## config.mk

```make
export PLATFORM = sky130hd
export DESIGN_NAME = fib_seq_ctrl_flat
export DESIGN_NICKNAME = d
export VERILOG_FILES = /design/src/rtl/fib_seq_ctrl_if.sv /design/src/rtl/fib_seq_ctrl.sv /design/src/flat_wrapper.sv
export SDC_FILE = /design/constraint.sdc
export NUM_CORES = 1
export LEC_CHECK = 0
export ABC_AREA = 1
export BUFFER_PORTS_ARGS = -buffer_cell sky130_fd_sc_hd__clkbuf_2
export CAP_MARGIN = 30
export CORE_ASPECT_RATIO = 1.2
export CORE_MARGIN = 10
export CORE_UTILIZATION = 45
export CTS_BUF_LIST = sky130_fd_sc_hd__clkbuf_8
export DETAILED_ROUTE_END_ITERATION = 12
export PLACE_DENSITY = 0.67
export SLEW_MARGIN = 5
export SYNTH_ARGS = -nofsm -noshare
export SYNTH_HDL_FRONTEND = slang
export SYNTH_SLANG_ARGS = --single-unit
```

## constraint.sdc

```tcl
create_clock -name clk -period 3.3 [get_ports clk]
set_clock_uncertainty 0.05 [all_clocks]
set_input_delay 0.66 -clock clk [delete_from_list [all_inputs] [get_ports clk]]
set_output_delay 0.66 -clock clk [all_outputs]
set_load 0.01 [all_outputs]
```

## src/rtl/fib_seq_ctrl_if.sv

```systemverilog
// Request/response bundle for fib_seq_ctrl: request handshake with index,
// abort, and the result handshake with data/overflow plus a busy status.
interface fib_seq_ctrl_if #(
    parameter int WIDTH = 8
);
    logic             req_valid;
    logic             req_ready;
    logic [4:0]       req_n;
    logic             abort;
    logic             rsp_valid;
    logic             rsp_ready;
    logic [WIDTH-1:0] rsp_data;
    logic             rsp_ovf;
    logic             busy;

    modport master (
        output req_valid, req_n, abort, rsp_ready,
        input  req_ready, rsp_valid, rsp_data, rsp_ovf, busy
    );

    modport slave (
        input  req_valid, req_n, abort, rsp_ready,
        output req_ready, rsp_valid, rsp_data, rsp_ovf, busy
    );
endinterface

```

## src/rtl/fib_seq_ctrl.sv

```systemverilog
// Iterative Fibonacci controller: computes F(n) mod 2^WIDTH with an overflow flag.
// Define FIB_SAT_EN to saturate rsp_data to all ones when F(n) overflows.
//
// state | meaning
// IDLE  | waiting for a request, req_ready high
// RUN   | stepping a/b once per cycle until cnt reaches zero
// DONE  | result held on rsp_data/rsp_ovf until the consumer takes it
module fib_seq_ctrl #(
    parameter int WIDTH = 8
) (
    input  logic           clk,
    input  logic           reset,
    fib_seq_ctrl_if.slave  bus
);

    typedef enum logic [1:0] {
        IDLE = 2'd0,
        RUN  = 2'd1,
        DONE = 2'd2
    } state_e;

    state_e           state_q, state_d;
    logic [WIDTH-1:0] a_q, a_d;
    logic [WIDTH-1:0] b_q, b_d;
    logic [4:0]       cnt_q, cnt_d;
    logic             ova_q, ova_d;
    logic             ovb_q, ovb_d;
    logic [WIDTH-1:0] data_q, data_d;
    logic             ovf_q, ovf_d;
    logic [WIDTH:0]   sum;

    // Single ripple-carry adder shared by every RUN step; sum[WIDTH] is the carry out.
    always_comb begin : adder
        logic carry;
        carry = 1'b0;
        sum   = '0;
        for (int i = 0; i < WIDTH; i++) begin
            sum[i] = a_q[i] ^ b_q[i] ^ carry;
            carry  = (a_q[i] & b_q[i]) | (carry & (a_q[i] ^ b_q[i]));
        end
        sum[WIDTH] = carry;
    end

    always_ff @(posedge clk) begin
        if (reset) begin
            state_q <= IDLE;
            a_q     <= '0;
            b_q     <= '0;
            cnt_q   <= '0;
            ova_q   <= 1'b0;
            ovb_q   <= 1'b0;
            data_q  <= '0;
            ovf_q   <= 1'b0;
        end else begin
            state_q <= state_d;
            a_q     <= a_d;
            b_q     <= b_d;
            cnt_q   <= cnt_d;
            ova_q   <= ova_d;
            ovb_q   <= ovb_d;
            data_q  <= data_d;
            ovf_q   <= ovf_d;
        end
    end

    always_comb begin
        state_d = state_q;
        a_d     = a_q;
        b_d     = b_q;
        cnt_d   = cnt_q;
        ova_d   = ova_q;
        ovb_d   = ovb_q;
        data_d  = data_q;
        ovf_d   = ovf_q;

        unique case (state_q)
            IDLE: begin
                if (bus.req_valid) begin
                    state_d = RUN;
                    a_d     = '0;
                    b_d     = {{(WIDTH-1){1'b0}}, 1'b1};
                    cnt_d   = bus.req_n;
                    ova_d   = 1'b0;
                    ovb_d   = 1'b0;
                end
            end
            RUN: begin
                if (bus.abort) begin
                    state_d = IDLE;
                end else if (cnt_q == 5'd0) begin
                    state_d = DONE;
                    ovf_d   = ova_q;
`ifdef FIB_SAT_EN
                    data_d  = ova_q ? {WIDTH{1'b1}} : a_q;
`else
                    data_d  = a_q;
`endif
                end else begin
                    a_d   = b_q;
                    b_d   = sum[WIDTH-1:0];
                    cnt_d = cnt_q - 5'd1;
                    ova_d = ovb_q;
                    // ova/ovb follow a/b: once a term overflows, every later term does too.
                    ovb_d = ovb_q | ova_q | sum[WIDTH];
                end
            end
            DONE: begin
                if (bus.rsp_ready) begin
                    state_d = IDLE;
                end
            end
            default: state_d = IDLE;
        endcase
    end

    assign bus.req_ready = (state_q == IDLE);
    assign bus.rsp_valid = (state_q == DONE);
    assign bus.busy      = (state_q == RUN) || (state_q == DONE);
    assign bus.rsp_data  = data_q;
    assign bus.rsp_ovf   = ovf_q;

endmodule

```

## src/flat_wrapper.sv

```systemverilog
// flat-port wrapper written by rule: the top's interface ports become plain ports
module fib_seq_ctrl_flat 
#(
    parameter int WIDTH = 8
)
  (clk, reset, bus_req_valid, bus_req_n, bus_abort, bus_rsp_ready, bus_req_ready, bus_rsp_valid, bus_rsp_data, bus_rsp_ovf, bus_busy);
  fib_seq_ctrl_if #(.WIDTH(WIDTH)) bus_i ();
  input  logic clk;
  input  logic reset;
  input wire logic [$bits(bus_i.req_valid)-1:0] bus_req_valid;
  input wire logic [$bits(bus_i.req_n)-1:0] bus_req_n;
  input wire logic [$bits(bus_i.abort)-1:0] bus_abort;
  input wire logic [$bits(bus_i.rsp_ready)-1:0] bus_rsp_ready;
  output wire logic [$bits(bus_i.req_ready)-1:0] bus_req_ready;
  output wire logic [$bits(bus_i.rsp_valid)-1:0] bus_rsp_valid;
  output wire logic [$bits(bus_i.rsp_data)-1:0] bus_rsp_data;
  output wire logic [$bits(bus_i.rsp_ovf)-1:0] bus_rsp_ovf;
  output wire logic [$bits(bus_i.busy)-1:0] bus_busy;
  assign bus_i.req_valid = bus_req_valid;
  assign bus_i.req_n = bus_req_n;
  assign bus_i.abort = bus_abort;
  assign bus_i.rsp_ready = bus_rsp_ready;
  assign bus_req_ready = bus_i.req_ready;
  assign bus_rsp_valid = bus_i.rsp_valid;
  assign bus_rsp_data = bus_i.rsp_data;
  assign bus_rsp_ovf = bus_i.rsp_ovf;
  assign bus_busy = bus_i.busy;
  fib_seq_ctrl #(.WIDTH(WIDTH)) u_core (.clk(clk), .reset(reset), .bus(bus_i));
endmodule
```

==> impl_metrics.ini <==
[grt]
grt_pass1_vias = 1550
grt_max_degree = 43
track_usage_pct = 11.1
grt_antenna_before_repair = 0
grt_overflow_total = 0
grt_pass1_wl_um = 6600

[route]
vias_per_cell = 4.48
drcViolationCount = 0
detail_route.first_pass.iterations = 4
ant_nets = 0
vias = 1576
routed_wl_um = 3830
drt-wirelength-per-cell_um = 10.9
drt_iter0_drc = 92

[worst_setup_path]
critical_path_class = reg2reg
crit_path_start_kind = register
regToRegStartpoint = u_core.b_q[0]$_SDFFE_PP0P_
reg2reg_to = u_core.b_q[7]$_SDFFE_PP0P_
required_ns = 3.43
r2r_slack_ns = 0.13
ff2ff_path_depth = 14
crit_arrival_ns = 3.30
endpoint_kind = register
critPathMaxFanout = 2

[pwr]
peakVddDrop_mv = 0.305
switching_share_pct = 39.0
p_per_area_nw_per_um2 = 642
p_leak_nw = 1.07
p_int_uw = 830
clockPowerShare_pct = 23.8
comb_power_share_pct = 36.9
power_frac_seq_pct = 39.3
power.switching_uw = 530

[synthesis]
ys_seq_elements = 34
yosysSeqAreaShare_pct = 36.3
netlist_area_um2 = 1870
avgSynthCellArea_um2 = 6.79
synthCells = 276
yosysWarnings = 0
synth_nets = 299
synth_cell_types = 21

[cts]
htree_num_levels = 2
cts.clk_slew.worst_paths_ns = 0.07
clock_path_buffers = 2
clock-sinks = 34
cts_buffers = 5
cts_setup_buffers = 0
cts_tree = yes
clock_latency_ns = 0.28
cts_root_buf = clkbuf_8

[timing]
fmax_mhz = 315
finalSetupViolCount = 0
fin_tns_setup_ns = 0
fin_crit_sh_pct = 96.2
hold_viol = 0
maxSlewViolCount = 0
timing.hold.ws_ns = 0.400
finalCriticalPeriod_ns = 3.17
slew_headroom_pct = 48.1
worst_pin_slew_ns = 0.778
rsz0062_at_grt = no

[floorplanning]
design.die.area_um2 = 7160
core.rowCount = 25
core-area_um2 = 3970
ios = 22
die_h_um = 90.7
start_util_pct = 47.2
die_width_um = 78.9

[finish]
diodes = 0
nets = 320
syn2layout_area_growth_pct = 13.0
final_layout_size_suffix_gt1_share_pct = 16.4
final_core_util_pct = 53.3
finalNonFillerCells = 352

[worst_hold_path]
holdPathStages = 2
min_from = u_core.ovb_q$_SDFFE_PP0P_
worstHoldPathType = reg2reg
min_to = u_core.ovb_q$_SDFFE_PP0P_

[placed_design]
gp_congestion = 0.775
numPortBuffers = 21
dpl.hpwl_um = 2700
placed_cells = 344

[flow_run]
cap_violations = 0

[run_status]
outcome = completed
==> flip-flops by register name, summed over array words and instances, names as in the netlist <==
name and cells:
u_core.b_q 8, u_core.ovb_q 1, u_core.a_q 8, u_core.bus.rsp_ovf 1, u_core.ova_q 1, u_core.cnt_q 5, u_core.bus.rsp_data 8, u_core.state_q 2
==> kinds of logic (layout without fill, tap and decap cells) <==
kind of cell / count (synthesis) / in the layout / share of synthesized area [%]
and+or+nand+nor: 153 / 153 / 33.3
buffers and inverters: 54 / 76 / 12.4
DFF: 34 / 34 / 36.3
AOI/OAI and AO/OA: 22 / 22 / 6.48
adders and majority gates: 13 / 13 / 11.5
==> routing by layer <==
metal  share of wire (%)  global-route usage (%)
met1                  47                    11.9
met2                  48                    19.4
met3                 4.1                    3.39
met4                 1.3                    4.49
met5                   0                       0
==> metrics by stage <==
| stage | setup slack, ns | power [mW] | instance area [um2] |
|---|---|---|---|
| 3_3_place_gp | 0.0180 | 1.02 | 2000 |
| 3_5_place_dp | -0.0885 | 1.04 | 2000 |
| 2_1_floorplan | 0.0879 | 0.948 | 1870 |
| 5_1_grt | 0.00550 | 1.48 | 2120 |
| 4_1_cts | 0.00980 | 1.37 | 2100 |
| 6_report | 0.126 | 1.36 | 2120 |
==> cells in the final DEF, fill, tap and decap left out <==
master	Yosys	layout
o21ai_0	4	4
clkinv_2	0	1
nor2_4	1	1
o21ai_4	1	1
nand2_1	90	90
clkbuf_2	0	21
dfxtp_1	34	32
fa_1	7	1
fa_2	0	6
inv_1	42	41
nand3_1	5	5
clkinvlp_4	0	1
nand3_2	2	2
dfxtp_2	0	2
a21oi_1	17	17
nor2_2	1	1
buf_4	3	3
clkbuf_8	0	6
nand3_4	1	1
inv_4	1	1
nand4_1	3	3
nor2_1	50	50
inv_2	1	2
ha_1	6	6
==> synthesized netlist by cell type (all sizes together) <==
cell / n / area share [%]
o21ai: 5 / 1.9
dfxtp: 34 / 36
a21oi: 17 / 4.5
inv: 44 / 8.9
nand3: 8 / 3.3
nand4: 3 / 1.0
ha: 6 / 4.0
nand2: 90 / 18
buf: 6 / 2.7
fa: 7 / 7.5
clkbuf: 4 / 0.80
nor2: 52 / 11
==> critical path, stage by stage, from the launching register on <==
cell and delay, ns:
dfxtp_2 0.33, ha_1 0.14, inv_1 0.05, fa_2 0.35, fa_2 0.35, fa_2 0.34, fa_2 0.34, inv_2 0.06
fa_2 0.19, fa_2 0.18, inv_1 0.05, fa_1 0.47, nor2_1 0.04, nor2_1 0.08, nor2_1 0.06
==> what timing repair did <==
action / CTS / global route
setup endpoints to repair: 2 / 2
hold buffers: 0 / 0
cloned: 0 / 0
resized for setup: 2 / 7
pin swaps: 0 / 2
==> worst max-delay path by stage <==
stage | from | end | slack [ns] | cells after the start
after global routing | u_core.b_q[0]$_SDFFE_PP0P_ | u_core.b_q[7]$_SDFFE_PP0P_ | 0.006 | 14
after global placement | u_core.b_q[0]$_SDFFE_PP0P_ | u_core.b_q[7]$_SDFFE_PP0P_ | 0.02 | 14
after detailed placement | u_core.b_q[0]$_SDFFE_PP0P_ | u_core.b_q[7]$_SDFFE_PP0P_ | -0.09 | 14
final | u_core.b_q[0]$_SDFFE_PP0P_ | u_core.b_q[7]$_SDFFE_PP0P_ | 0.13 | 14
after floorplan | u_core.b_q[0]$_SDFFE_PP0P_ | u_core.b_q[7]$_SDFFE_PP0P_ | 0.09 | 14
after CTS | u_core.b_q[0]$_SDFFE_PP0P_ | u_core.b_q[7]$_SDFFE_PP0P_ | 0.01 | 14
==> power groups by stage <==
stage	logic (mW)	registers [mW]	clock network [mW]
floorplan	0.417	0.531	0
global placement	0.484	0.539	0
detailed placement	0.498	0.542	0
CTS	0.504	0.533	0.332
global route	0.595	0.544	0.346
finish	0.502	0.535	0.323
==> layout make-up <==
cell class	instances	area [um2]
fill	429	1860
clock inverter	2	12.5
sequential	34	683
inverter	44	168
multi-input combinational	188	976
timing repair buffer	24	128
clock buffer	6	82.6
tap	54	67.6
No activity file was read; power rests on OpenSTA's default activity.
